--- src/rtl/swirl_pkg.sv ---
// Shared types and width helpers for the adder-tree reduction blocks.
// ADDER_TREE_SEQ_PIPE_EN adds the DRAIN state to the sequencer FSM.
package swirl_pkg;

  typedef enum logic [1:0] {
    ST_IDLE  = 2'd0,
    ST_RUN   = 2'd1,
`ifdef ADDER_TREE_SEQ_PIPE_EN
    ST_DRAIN = 2'd2,
`endif
    ST_DONE  = 2'd3
  } adder_tree_seq_state_e;

  function automatic int tree_width(input int dataw, input int num_inputs);
    return dataw + $clog2(num_inputs);
  endfunction

  function automatic int acc_width(input int treew, input int max_beats);
    return treew + $clog2(max_beats);
  endfunction

  localparam int TREEW_DEF = tree_width(8, 8);
  localparam int ACCW_DEF  = acc_width(TREEW_DEF, 16);

endpackage

--- src/rtl/adder_tree.sv ---
// Binary reduction tree: log2(NUM_INPUTS) cascaded layers, each widening by one
// bit with sign or zero extension selected by sign_unsign_ni (1 = signed).
module adder_tree_layer #(
  parameter int N_IN = 2,
  parameter int W_IN = 8
) (
  input  logic [N_IN-1:0][W_IN-1:0]   data_i,
  input  logic                        sign_unsign_ni,
  output logic [N_IN/2-1:0][W_IN:0]   data_o
);

  always_comb begin
    for (int i = 0; i < N_IN / 2; i++) begin
      data_o[i] = {sign_unsign_ni & data_i[2*i][W_IN-1], data_i[2*i]}
                + {sign_unsign_ni & data_i[2*i+1][W_IN-1], data_i[2*i+1]};
    end
  end

endmodule

module adder_tree
  import swirl_pkg::*;
#(
  parameter  int NUM_INPUTS = 8,
  parameter  int DATAW      = 8,
  localparam int TREEW      = tree_width(DATAW, NUM_INPUTS),
  localparam int LEVELS     = $clog2(NUM_INPUTS)
) (
  input  logic [DATAW-1:0] data_i [NUM_INPUTS],
  input  logic             sign_unsign_ni,
  output logic [TREEW-1:0] data_o
);

  logic [NUM_INPUTS-1:0][DATAW-1:0] leaf;

  always_comb begin
    for (int i = 0; i < NUM_INPUTS; i++) begin
      leaf[i] = data_i[i];
    end
  end

  for (genvar g = 0; g < LEVELS; g++) begin : g_lvl
    localparam int N_IN = NUM_INPUTS >> g;
    localparam int W_IN = DATAW + g;
    logic [N_IN/2-1:0][W_IN:0] sum;

    if (g == 0) begin : g_first
      adder_tree_layer #(.N_IN(N_IN), .W_IN(W_IN)) u_layer (
        .data_i         (leaf),
        .sign_unsign_ni (sign_unsign_ni),
        .data_o         (sum)
      );
    end else begin : g_next
      adder_tree_layer #(.N_IN(N_IN), .W_IN(W_IN)) u_layer (
        .data_i         (g_lvl[g-1].sum),
        .sign_unsign_ni (sign_unsign_ni),
        .data_o         (sum)
      );
    end
  end

  assign data_o = g_lvl[LEVELS-1].sum[0];

endmodule

--- src/rtl/adder_tree_seq.sv ---
// Multi-beat reduction sequencer around one adder_tree; accumulates beat sums.
// ADDER_TREE_SEQ_PIPE_EN registers the tree output and adds a DRAIN state.
module adder_tree_seq
  import swirl_pkg::*;
#(
  parameter  int NUM_INPUTS = 8,
  parameter  int DATAW      = 8,
  parameter  int MAX_BEATS  = 16,
  localparam int TREEW      = tree_width(DATAW, NUM_INPUTS),
  localparam int BEATW      = $clog2(MAX_BEATS) + 1,
  localparam int ACCW       = acc_width(TREEW, MAX_BEATS)
) (
  input  logic             clk_i,
  input  logic             rst_i,
  input  logic             cfg_valid_i,
  output logic             cfg_ready_o,
  input  logic [BEATW-1:0] cfg_beats_i,
  input  logic             cfg_sign_i,
  input  logic             in_valid_i,
  output logic             in_ready_o,
  input  logic [DATAW-1:0] in_data_i [NUM_INPUTS],
  output logic             out_valid_o,
  input  logic             out_ready_i,
  output logic [ACCW-1:0]  out_data_o,
  output logic             busy_o
);

  adder_tree_seq_state_e state_q, state_d;
  logic                  sign_q, sign_d;
  logic [BEATW-1:0]      cnt_q, cnt_d;
  logic [ACCW-1:0]       acc_q, acc_d;
  logic [TREEW-1:0]      tree_sum;
  logic [ACCW-1:0]       acc_add;
  logic                  acc_add_en;
  logic                  cfg_hs, in_hs, out_hs;
  logic [BEATW-1:0]      beats_clamped;

  function automatic logic [ACCW-1:0] extend_sum(input logic [TREEW-1:0] s, input logic sgn);
    return {{(ACCW-TREEW){sgn & s[TREEW-1]}}, s};
  endfunction

  function automatic logic [BEATW-1:0] clamp_beats(input logic [BEATW-1:0] b);
    return (b > BEATW'(MAX_BEATS)) ? BEATW'(MAX_BEATS) : b;
  endfunction

  adder_tree #(.NUM_INPUTS(NUM_INPUTS), .DATAW(DATAW)) u_tree (
    .data_i         (in_data_i),
    .sign_unsign_ni (sign_q),
    .data_o         (tree_sum)
  );

  assign cfg_hs        = cfg_valid_i && (state_q == ST_IDLE);
  assign in_hs         = in_valid_i && (state_q == ST_RUN);
  assign out_hs        = out_ready_i && (state_q == ST_DONE);
  assign beats_clamped = clamp_beats(cfg_beats_i);

`ifdef ADDER_TREE_SEQ_PIPE_EN
  logic [TREEW-1:0] sum_p1_q;
  logic             vld_p1_q;

  // Stage p1: registered tree sum, folded into the accumulator one cycle later
  always_ff @(posedge clk_i or posedge rst_i) begin
    if (rst_i) begin
      sum_p1_q <= '0;
      vld_p1_q <= 1'b0;
    end else begin
      vld_p1_q <= in_hs;
      if (in_hs) sum_p1_q <= tree_sum;
    end
  end

  assign acc_add    = extend_sum(sum_p1_q, sign_q);
  assign acc_add_en = vld_p1_q;
`else
  assign acc_add    = extend_sum(tree_sum, sign_q);
  assign acc_add_en = in_hs;
`endif

  always_comb begin
    state_d = state_q;
    sign_d  = sign_q;
    cnt_d   = cnt_q;
    acc_d   = acc_add_en ? (acc_q + acc_add) : acc_q;
    unique case (state_q)
      ST_IDLE: begin
        if (cfg_hs) begin
          sign_d  = cfg_sign_i;
          acc_d   = '0;
          cnt_d   = beats_clamped;
          state_d = (beats_clamped == '0) ? ST_DONE : ST_RUN;
        end
      end
      ST_RUN: begin
        if (in_hs) begin
          cnt_d = cnt_q - 1'b1;
          if (cnt_q == BEATW'(1)) begin
`ifdef ADDER_TREE_SEQ_PIPE_EN
            state_d = ST_DRAIN;
`else
            state_d = ST_DONE;
`endif
          end
        end
      end
`ifdef ADDER_TREE_SEQ_PIPE_EN
      ST_DRAIN: state_d = ST_DONE;
`endif
      ST_DONE: begin
        if (out_hs) state_d = ST_IDLE;
      end
      default: state_d = ST_IDLE;
    endcase
  end

  always_ff @(posedge clk_i or posedge rst_i) begin
    if (rst_i) begin
      state_q <= ST_IDLE;
      sign_q  <= 1'b0;
      cnt_q   <= '0;
      acc_q   <= '0;
    end else begin
      state_q <= state_d;
      sign_q  <= sign_d;
      cnt_q   <= cnt_d;
      acc_q   <= acc_d;
    end
  end

  assign cfg_ready_o = (state_q == ST_IDLE);
  assign in_ready_o  = (state_q == ST_RUN);
  assign out_valid_o = (state_q == ST_DONE);
  assign busy_o      = (state_q != ST_IDLE);
  assign out_data_o  = acc_q;

endmodule

--- config.mk ---
export PLATFORM = sky130hd
export DESIGN_NAME = adder_tree_seq
export DESIGN_NICKNAME = d
export VERILOG_FILES = /design/src/rtl/swirl_pkg.sv /design/src/rtl/adder_tree.sv /design/src/rtl/adder_tree_seq.sv
export SDC_FILE = /design/constraint.sdc
export NUM_CORES = 1
export LEC_CHECK = 0
export CAP_MARGIN = 20
export CORE_AREA = 5 5 101 103
export DETAILED_ROUTE_END_ITERATION = 12
export DIE_AREA = 0 0 106 108
export HOLD_SLACK_MARGIN = 0.15
export PLACE_DENSITY = 0.78
export SYNTH_ARGS = -nofsm -noshare
export SYNTH_HDL_FRONTEND = slang
export SYNTH_SLANG_ARGS = --single-unit
--- constraint.sdc ---
create_clock -name clk_i -period 10.8 [get_ports clk_i]
set_input_delay 3.24 -clock clk_i [delete_from_list [all_inputs] [get_ports clk_i]]
set_output_delay 3.24 -clock clk_i [all_outputs]
set_load 0.02 [all_outputs]
==> impl_metrics.py, run 1 <==
metrics = {
    "placed_design": {
        "gp_congestion": 0.8610,
        "dp.cells": 690,
        "portBuffers": 93,
        "dpl-instance-area_um2": 5092,
        "dp_hpwl_um": 8450,
    },
    "timing": {
        "skew_ns": 0.008119,
        "worst_slew_pin_slew_ns": 0.8650,
        "min_period_over_period": 0.8019,
        "fin_crit_ns": 8.660,
        "finalHoldViolCount": 0,
        "fmax_mhz": 115.5,
        "finalSetupViolations": 0,
        "rsz0062_at_grt": "no",
        "slew-limit-headroom": 0.4227,
        "slew_viol_final": 0,
        "setup_tns_ns": 0,
    },
    "clock_tree": {
        "cts_hold_buf": 0,
        "cts_max_path_buffers": 2,
        "path_clk_slew_ns": 0.09,
        "clk_latency_ns": 0.27,
        "htreeDepth": 1,
        "cts_setup_buffers": 0,
        "cts_sinks": 23,
        "cts_inserted_buffers": 3,
        "cts-root-buf": "clkbuf_8",
        "cts.repair.resized": 0,
        "cts_tree": "yes",
    },
    "final_layout": {
        "fin_area_um2": 5139,
        "finalNonFillerCells": 694,
        "n_antenna_cell": 0,
        "nets": 741,
        "synthToLayoutAreaGrowth_pct": 27.63,
        "layout_commonest_cell": "clkdlybuf4s50_1",
        "layout-drive-gt1-share": 0.02916,
        "final_cell_mix": "93 x clkdlybuf4s50_1, 74 x ha_1, 49 x xnor2_1, 48 x a21oi_1, 45 x inv_1",
    },
    "critical_path": {
        "cp_slowest_stage_delay_ns": 0.46,
        "cp_max_fo": 5,
        "required_ns": 10.93,
        "cp_common_cell": "ha_1",
        "critPathCaptureType": "flip-flop",
        "reg2reg_setup_slack_ns": 5.99,
        "slowest_stage": "clkdlybuf4s50_1",
        "cp-start-kind": "primary input",
        "r2r_cells": 19,
        "r2r_end": "out_data_o[12]",
        "crit_type": "primary input to flip-flop",
        "worst_ep_arrival_time_ns": 8.79,
        "r2r-start": "sign_q",
    },
    "synth": {
        "synth_seq_cells": 23,
        "async_reset_ff_frac": 1.000,
        "ys.flop_type": "dfrtp_1",
        "syn_inst": 489,
        "ys_warn_count": 0,
        "synth_edf_count": 0,
        "synth-seq-area-share": 0.1429,
        "synth_cell_type_count": 61,
        "synthesis.area_um2": 4026,
        "postSynthNetCount": 646,
        "syn_area_per_cell_um2": 8.234,
    },
    "floorplanning": {
        "rows": 35,
        "top_level_ports": 94,
        "die_w_um": 106,
        "start_util": 0.4420,
        "die-area_um2": 11450,
        "dieHeight_um": 108,
        "core_area_um2": 9109,
    },
    "global_route": {
        "grt_start_max_net_pins": 24,
        "antenna_found_initial": 0,
        "grtUsageTotal": 0.1647,
        "grt_pass1_wl_um": 16120,
        "globalRoute.totalOverflow": 0,
        "grt_pass1_vias": 3713,
    },
    "routing": {
        "drtIter0Drc": 204,
        "postRouteAntennaNets": 0,
        "wl_per_cell_um": 13.87,
        "dr.pass1.iters": 4,
        "route.detailed.drc": 0,
        "wirelength_um": 9625,
        "viasPerCell": 5.565,
        "vias": 3862,
    },
    "run": {
        "max_cap_violations": 0,
    },
    "worst_hold_path": {
        "hold_depth": 1,
        "worstHoldStart": "out_data_o[14]",
        "whs_endpoint": "out_data_o[14]",
        "hold_path_class": "flip-flop to flip-flop",
    },
    "outcome": {
        "status": "finished clean",
    },
}
[logic make-up after synthesis]
family | after synthesis | share of synthesized area
muxes | 1 | 0.002486
and+or+nand+nor | 126 | 0.1501
buffers and inverters | 50 | 0.04661
adders and majority gates | 82 | 0.2697
AOI/OAI and AO/OA | 145 | 0.2443
xor gates and xnor gates | 62 | 0.1439
DFF | 23 | 0.1429
[layer usage]
layer  part of all wire  vias to the layer above  wire, um  track usage
met3              0.044                        8       421      0.01910
met5                  0                        -         0            0
li1                   -                     1942         -            -
met4             0.0091                        0        88      0.02498
met1               0.43                     1804      4104       0.2010
met2               0.52                      108      5011       0.3160
[layout make-up]
cell class | count | area (um^2)
Clock inverter | 1 | 5.005
Clock buffer | 3 | 41.29
Tap cell | 111 | 138.9
Timing Repair Buffer | 94 | 942.2
Multi-Input combinational cell | 416 | 3263
Inverter | 46 | 172.7
Fill cell | 842 | 3970
Sequential cell | 23 | 575.6
[flip-flops by register name, summed over array words and instances, names as in the netlist]
signal	count
cnt_q	5
out_data_o	15
state_q	2
sign_q	1
[synth_stat cells, types with 3 or more instances]
cell,number,share of area
a211o_1,4,0.0087
a21o_1,12,0.022
a21oi_1,48,0.060
and2_1,4,0.0062
and3_1,3,0.0047
clkbuf_1,4,0.0037
dfrtp_1,23,0.14
fa_1,8,0.040
ha_1,74,0.23
inv_1,45,0.042
nand2_1,34,0.032
nand3_1,9,0.011
nor2_1,38,0.035
nor2b_1,7,0.011
nor3_1,11,0.014
nor4_1,3,0.0047
o211ai_1,5,0.0093
o21ai_0,21,0.026
o21bai_1,19,0.035
o31ai_1,7,0.013
xnor2_1,49,0.11
xor2_1,10,0.022
[worst max-delay path by stage]
| stage | startpoint | end | slack, ns | cells after the start |
|---|---|---|---|---|
| floorplan | in_data_i[48] | out_data_o[12] | 2.86 | 23 |
| global placement | in_data_i[48] | out_data_o[12] | 2.14 | 24 |
| detailed placement | in_data_i[8] | out_data_o[12] | 1.90 | 25 |
| CTS | in_data_i[8] | out_data_o[12] | 2.18 | 25 |
| global route | in_data_i[0] | out_data_o[13] | 1.81 | 25 |
| finish | in_data_i[8] | out_data_o[12] | 2.14 | 25 |
[worst max-delay path: cells and delay by family]
family,cells,cell delay (ns)
compound gates,8,1.74
xor+xnor,2,0.39
buf+inv,2,0.51
fa+ha+maj,5,1.50
simple gates,8,1.41
[metrics by stage]
| step | worst slack (ns) | hold slack [ns] | util |
|---|---|---|---|
| floorplan | 2.858 | 0.4627 | - |
| global placement | 2.143 | 0.4644 | 0.5578 |
| detailed placement | 1.900 | 0.4741 | 0.5591 |
| CTS | 2.181 | 0.4838 | 0.5641 |
| global route | 1.807 | 0.5324 | 0.5641 |
| finish | 2.140 | 0.4797 | 0.5641 |
Power of run 1 is left out: the tool's default activity adds up to more than one toggle a clock period on the data nets, which glitch-free logic cannot reach.
==> inputs of run 2 (changes only) <==
clock period = 9.1 ns   (was 10.8 ns; I/O delays follow)
==> impl_metrics.py, run 2 (same netlist as run 1, synthesis figures left out) <==
metrics = {
    "global_route": {
        "grt_pass1_wl_um": 15860,
        "grtUsageMet1": 0.1951,
        "use_met2": 0.3192,
        "grt_use_met3": 0.01791,
        "grt_pass1_vias": 3647,
        "grtUsageTotal": 0.1639,
        "antenna_found_initial": 0,
        "globalRoute.totalOverflow": 0,
        "grt.busiest_layer": "met2",
        "grt_start_max_net_pins": 24,
    },
    "critical_path": {
        "r2r_cells": 19,
        "required_ns": 9.23,
        "crit_type": "primary input to flip-flop",
        "critPathCaptureType": "flip-flop",
        "reg2reg_setup_slack_ns": 4.27,
        "slowest_stage": "clkdlybuf4s50_1",
        "cp_max_fo": 5,
        "cp_slowest_stage_delay_ns": 0.46,
        "cp_common_cell": "ha_1",
        "cp-start-kind": "primary input",
        "r2r_end": "out_data_o[12]",
        "r2r-start": "sign_q",
        "worst_ep_arrival_time_ns": 8.29,
    },
    "placed_design": {
        "dp_slack_ns": 0.7395,
        "dp_hpwl_um": 8542,
        "gp_congestion": 0.8598,
        "portBuffers": 93,
    },
    "routing": {
        "route.detailed.drc": 0,
        "wirelength_um": 9634,
        "dr.pass1.iters": 4,
        "wl_per_cell_um": 13.88,
        "postRouteAntennaNets": 0,
        "viasPerCell": 5.494,
        "vias": 3813,
        "drtIter0Drc": 146,
    },
    "final_layout": {
        "synthToLayoutAreaGrowth_pct": 27.63,
        "regArea_um2": 575.6,
        "largest_register_ffs": 15,
        "nets": 741,
        "n_antenna_cell": 0,
        "final_cell_mix": "93 x clkdlybuf4s50_1, 74 x ha_1, 49 x xnor2_1, 48 x a21oi_1, 45 x inv_1",
        "multiInputGateArea_um2": 3263,
        "layout-drive-gt1-share": 0.02916,
        "layout_commonest_cell": "clkdlybuf4s50_1",
        "fillers": 851,
    },
    "clock_tree": {
        "cts_sinks": 23,
        "cts_setup_buffers": 0,
        "cts_hold_buf": 0,
        "clk_latency_ns": 0.26,
        "htreeDepth": 1,
        "cts.repair.resized": 0,
        "cts_max_path_buffers": 2,
        "cts_tree": "yes",
        "cts-root-buf": "clkbuf_8",
        "cts_inserted_buffers": 3,
        "path_clk_slew_ns": 0.08,
    },
    "timing": {
        "rsz0062_at_grt": "no",
        "fmax_mhz": 122.6,
        "finalSetupViolations": 0,
        "setup_ws_ns": 0.9428,
        "min_period_over_period": 0.8964,
        "slew_viol_final": 0,
        "fin_crit_ns": 8.157,
        "finalHoldViolCount": 0,
        "slew-limit-headroom": 0.4279,
        "setup_tns_ns": 0,
        "worst_slew_pin_slew_ns": 0.8572,
        "skew_ns": 0.003461,
    },
    "worst_hold_path": {
        "hold_depth": 1,
        "worstHoldStart": "out_data_o[14]",
        "hold_path_class": "flip-flop to flip-flop",
        "whs_endpoint": "out_data_o[14]",
    },
    "floorplanning": {
        "start_util": 0.4420,
        "dieHeight_um": 108,
        "core_area_um2": 9109,
        "die_w_um": 106,
        "rows": 35,
        "top_level_ports": 94,
        "die-area_um2": 11450,
    },
    "run": {
        "max_cap_violations": 0,
    },
    "outcome": {
        "status": "finished clean",
    },
}
## run 2: cell counts in the layout (fill, tap and decap cells not counted)
Identical to the previous run, type by type.
## run 2: how the worst max path moves through the flow
| stage | from | endpoint | slack [ns] | depth (start not counted) |
|---|---|---|---|---|
| 5_1_grt | in_data_i[0] | out_data_o[13] | 0.56 | 25 |
| 2_1_floorplan | in_data_i[48] | out_data_o[12] | 1.67 | 23 |
| 4_1_cts | in_data_i[48] | out_data_o[12] | 1.02 | 24 |
| 6_report | in_data_i[8] | out_data_o[12] | 0.94 | 25 |
| 3_3_place_gp | in_data_i[48] | out_data_o[12] | 0.95 | 24 |
| 3_5_place_dp | in_data_i[48] | out_data_o[12] | 0.74 | 24 |
## run 2: stage by stage
step	utilization	hold WS (ns)	cells	instance area, um^2
after floorplan	-	0.4627	489	4026
after global placement	0.5578	0.4638	689	5081
after detailed placement	0.5591	0.4683	690	5092
after CTS	0.5641	0.4784	694	5139
after global routing	0.5641	0.5268	694	5139
final	0.5641	0.4794	694	5139
## run 2: per-layer routing
layer,wire length (um),vias up
met3,423,14
met4,113,0
met2,5102,96
met5,0,-
met1,3994,1755
li1,-,1948
## run 2: worst max-delay path: cells and delay by family
family	cells	cell delay [ns]
AO/OA/AOI/OAI	8	1.73
adder cells (fa/ha/maj)	5	1.50
AND/OR/NAND/NOR	8	1.43
buffers and inverters	2	0.51
XOR/XNOR	2	0.39
## run 2: area by class of cell
cell class / count / area share
repair buffers: 94 / 0.1833
well taps: 111 / 0.02703
multi-input cells: 416 / 0.6350
clock inverters: 1 / 0.0009739
clock buffers: 3 / 0.008035
flip-flops and latches: 23 / 0.1120
inverters: 46 / 0.03360
Power of run 2 is left out for the same reason.
==> inputs of run 3 (changes only) <==
CORE_AREA = 5 5 94 96   (was 5 5 101 103)
DIE_AREA = 0 0 99 101   (was 0 0 106 108)
PLACE_DENSITY = 0.88   (was 0.78)
clock period = 7.9 ns   (was 9.1 ns; I/O delays follow)
==> impl_metrics.py, run 3 (same netlist as run 1, synthesis figures left out) <==
metrics = {
    "final_layout": {
        "synthToLayoutAreaGrowth_pct": 28.15,
        "layout_commonest_cell": "clkdlybuf4s50_1",
        "layout-drive-gt1-share": 0.03761,
        "largest_register_ffs": 15,
        "n_antenna_cell": 0,
        "nets": 743,
        "final_cell_mix": "93 x clkdlybuf4s50_1, 74 x ha_1, 49 x xnor2_1, 47 x a21oi_1, 45 x inv_1",
    },
    "clock_tree": {
        "path_clk_slew_ns": 0.09,
        "cts_max_path_buffers": 2,
        "htreeDepth": 1,
        "cts-root-buf": "clkbuf_8",
        "cts_tree": "yes",
        "cts_hold_buf": 0,
        "cts_inserted_buffers": 3,
        "clk_latency_ns": 0.26,
        "cts_sinks": 23,
    },
    "routing": {
        "route.detailed.drc": 0,
        "postRouteAntennaNets": 0,
        "drtIter0Drc": 164,
        "wl_per_cell_um": 13.94,
        "vias": 3887,
        "viasPerCell": 5.633,
        "dr.pass1.iters": 4,
        "wirelength_um": 9621,
    },
    "critical_path": {
        "critPathCaptureType": "flip-flop",
        "crit_type": "primary input to flip-flop",
        "crit_chain": "clkdlybuf4s50_1, ha_1, fa_1, a21oi_1, o211ai_1, o41ai_2, xnor2_1, ha_1, a21oi_1, o21ai_0, and4_1, or2_2, inv_1, ha_1, a21oi_1, o21ai_0, xor2_1, ha_1, nand3_1, a21oi_1, or3_1, o31ai_1, and3_1, o31ai_1",
        "cp_max_fo": 5,
        "cp_slowest_stage_delay_ns": 0.41,
        "cp-start-kind": "primary input",
        "worst_ep_arrival_time_ns": 7.67,
        "reg2reg_setup_slack_ns": 3.22,
        "cp_top_family": "compound AO/OA/AOI/OAI gates",
        "path_buf_inv": 2,
        "required_ns": 8.03,
        "slowest_stage": "clkdlybuf4s50_1",
    },
    "timing": {
        "fin_crit_ns": 7.544,
        "skew_ns": 0.003748,
        "setup_tns_ns": 0,
        "min_period_over_period": 0.9550,
        "slew_viol_final": 0,
        "finalHoldViolCount": 0,
        "worst_slew_pin_slew_ns": 0.8991,
        "rsz0062_at_grt": "no",
        "finalSetupViolations": 0,
        "slew-limit-headroom": 0.4000,
        "fmax_mhz": 132.6,
    },
    "floorplanning": {
        "start_util": 0.5053,
        "die_w_um": 99,
        "core_area_um2": 7969,
        "top_level_ports": 94,
        "rows": 33,
        "die-area_um2": 9999,
        "dieHeight_um": 101,
    },
    "global_route": {
        "grt_pass1_vias": 3801,
        "globalRoute.totalOverflow": 0,
        "grt_start_max_net_pins": 24,
        "grtUsageTotal": 0.1857,
        "grt_pass1_wl_um": 15810,
        "antenna_found_initial": 0,
    },
    "placed_design": {
        "gp_congestion": 0.8534,
        "dp_hpwl_um": 8392,
        "portBuffers": 93,
    },
    "run": {
        "max_cap_violations": 0,
    },
    "worst_hold_path": {
        "hold_path_class": "flip-flop to flip-flop",
    },
    "outcome": {
        "status": "finished clean",
    },
}
==> run 3: per-stage QoR <==
stage / instances / utilization / hold slack (ns) / worst slack [ns] / instance area [um^2]
final: 690 / 0.6475 / 0.4860 / 0.3559 / 5160
after global routing: 690 / 0.6475 / 0.5240 / 0.01737 / 5160
after CTS: 690 / 0.6458 / 0.4884 / 0.3028 / 5146
after detailed placement: 686 / 0.6400 / 0.4770 / 0.03796 / 5100
after global placement: 685 / 0.6386 / 0.4646 / 0.2340 / 5089
after floorplan: 489 / - / 0.4627 / 0.8280 / 4026
==> run 3: worst paths after layout <==
check	startpoint	endpoint	depth (start not counted)
max reg2reg	sign_q	out_data_o[12]	20
min reg2reg	out_data_o[14]	out_data_o[14]	1
max in group asynchronous	rst_i	cnt_q[4]	2
min in group asynchronous	rst_i	out_data_o[2]	2
min	out_data_o[14]	out_data_o[14]	1
max	in_data_i[48]	out_data_o[12]	24
==> run 3: metal layers <==
layer	up-vias	wire (um)	GRT usage
li1	1951	-	-
met1	1809	3999	0.2160
met2	105	5004	0.3595
met3	22	441	0.02007
met4	0	176	0.04622
met5	-	0	0
==> run 3: layout make-up <==
type / count / area, um^2
sequential: 23 / 575.6
multi-input combinational: 416 / 3277
inverter: 46 / 172.7
tap: 105 / 131.4
clock inverter: 1 / 5.005
fill: 636 / 2809
timing repair buffer: 96 / 957.2
clock buffer: 3 / 41.29
==> run 3: worst reg2reg max path, stage by stage, from the launching register on <==
cell and delay (ns):
dfrtp_1 0.43, clkinv_1 0.30, nor2_1 0.23, xnor2_1 0.18, ha_1 0.32, a21oi_1 0.20
o21ai_0 0.13, and4_1 0.24, or2_2 0.27, inv_1 0.06, ha_1 0.26, a21oi_1 0.15
o21ai_0 0.15, xor2_1 0.19, ha_1 0.34, nand3_1 0.09, a21oi_1 0.06, or3_1 0.40
o31ai_1 0.27, and3_1 0.20, o31ai_1 0.07
==> run 3: repair_timing <==
item                       CTS  global route
setup buffers                0             0
setup endpoints to repair    0             3
gates resized for setup      0             4
Power of run 3 is left out for the same reason.
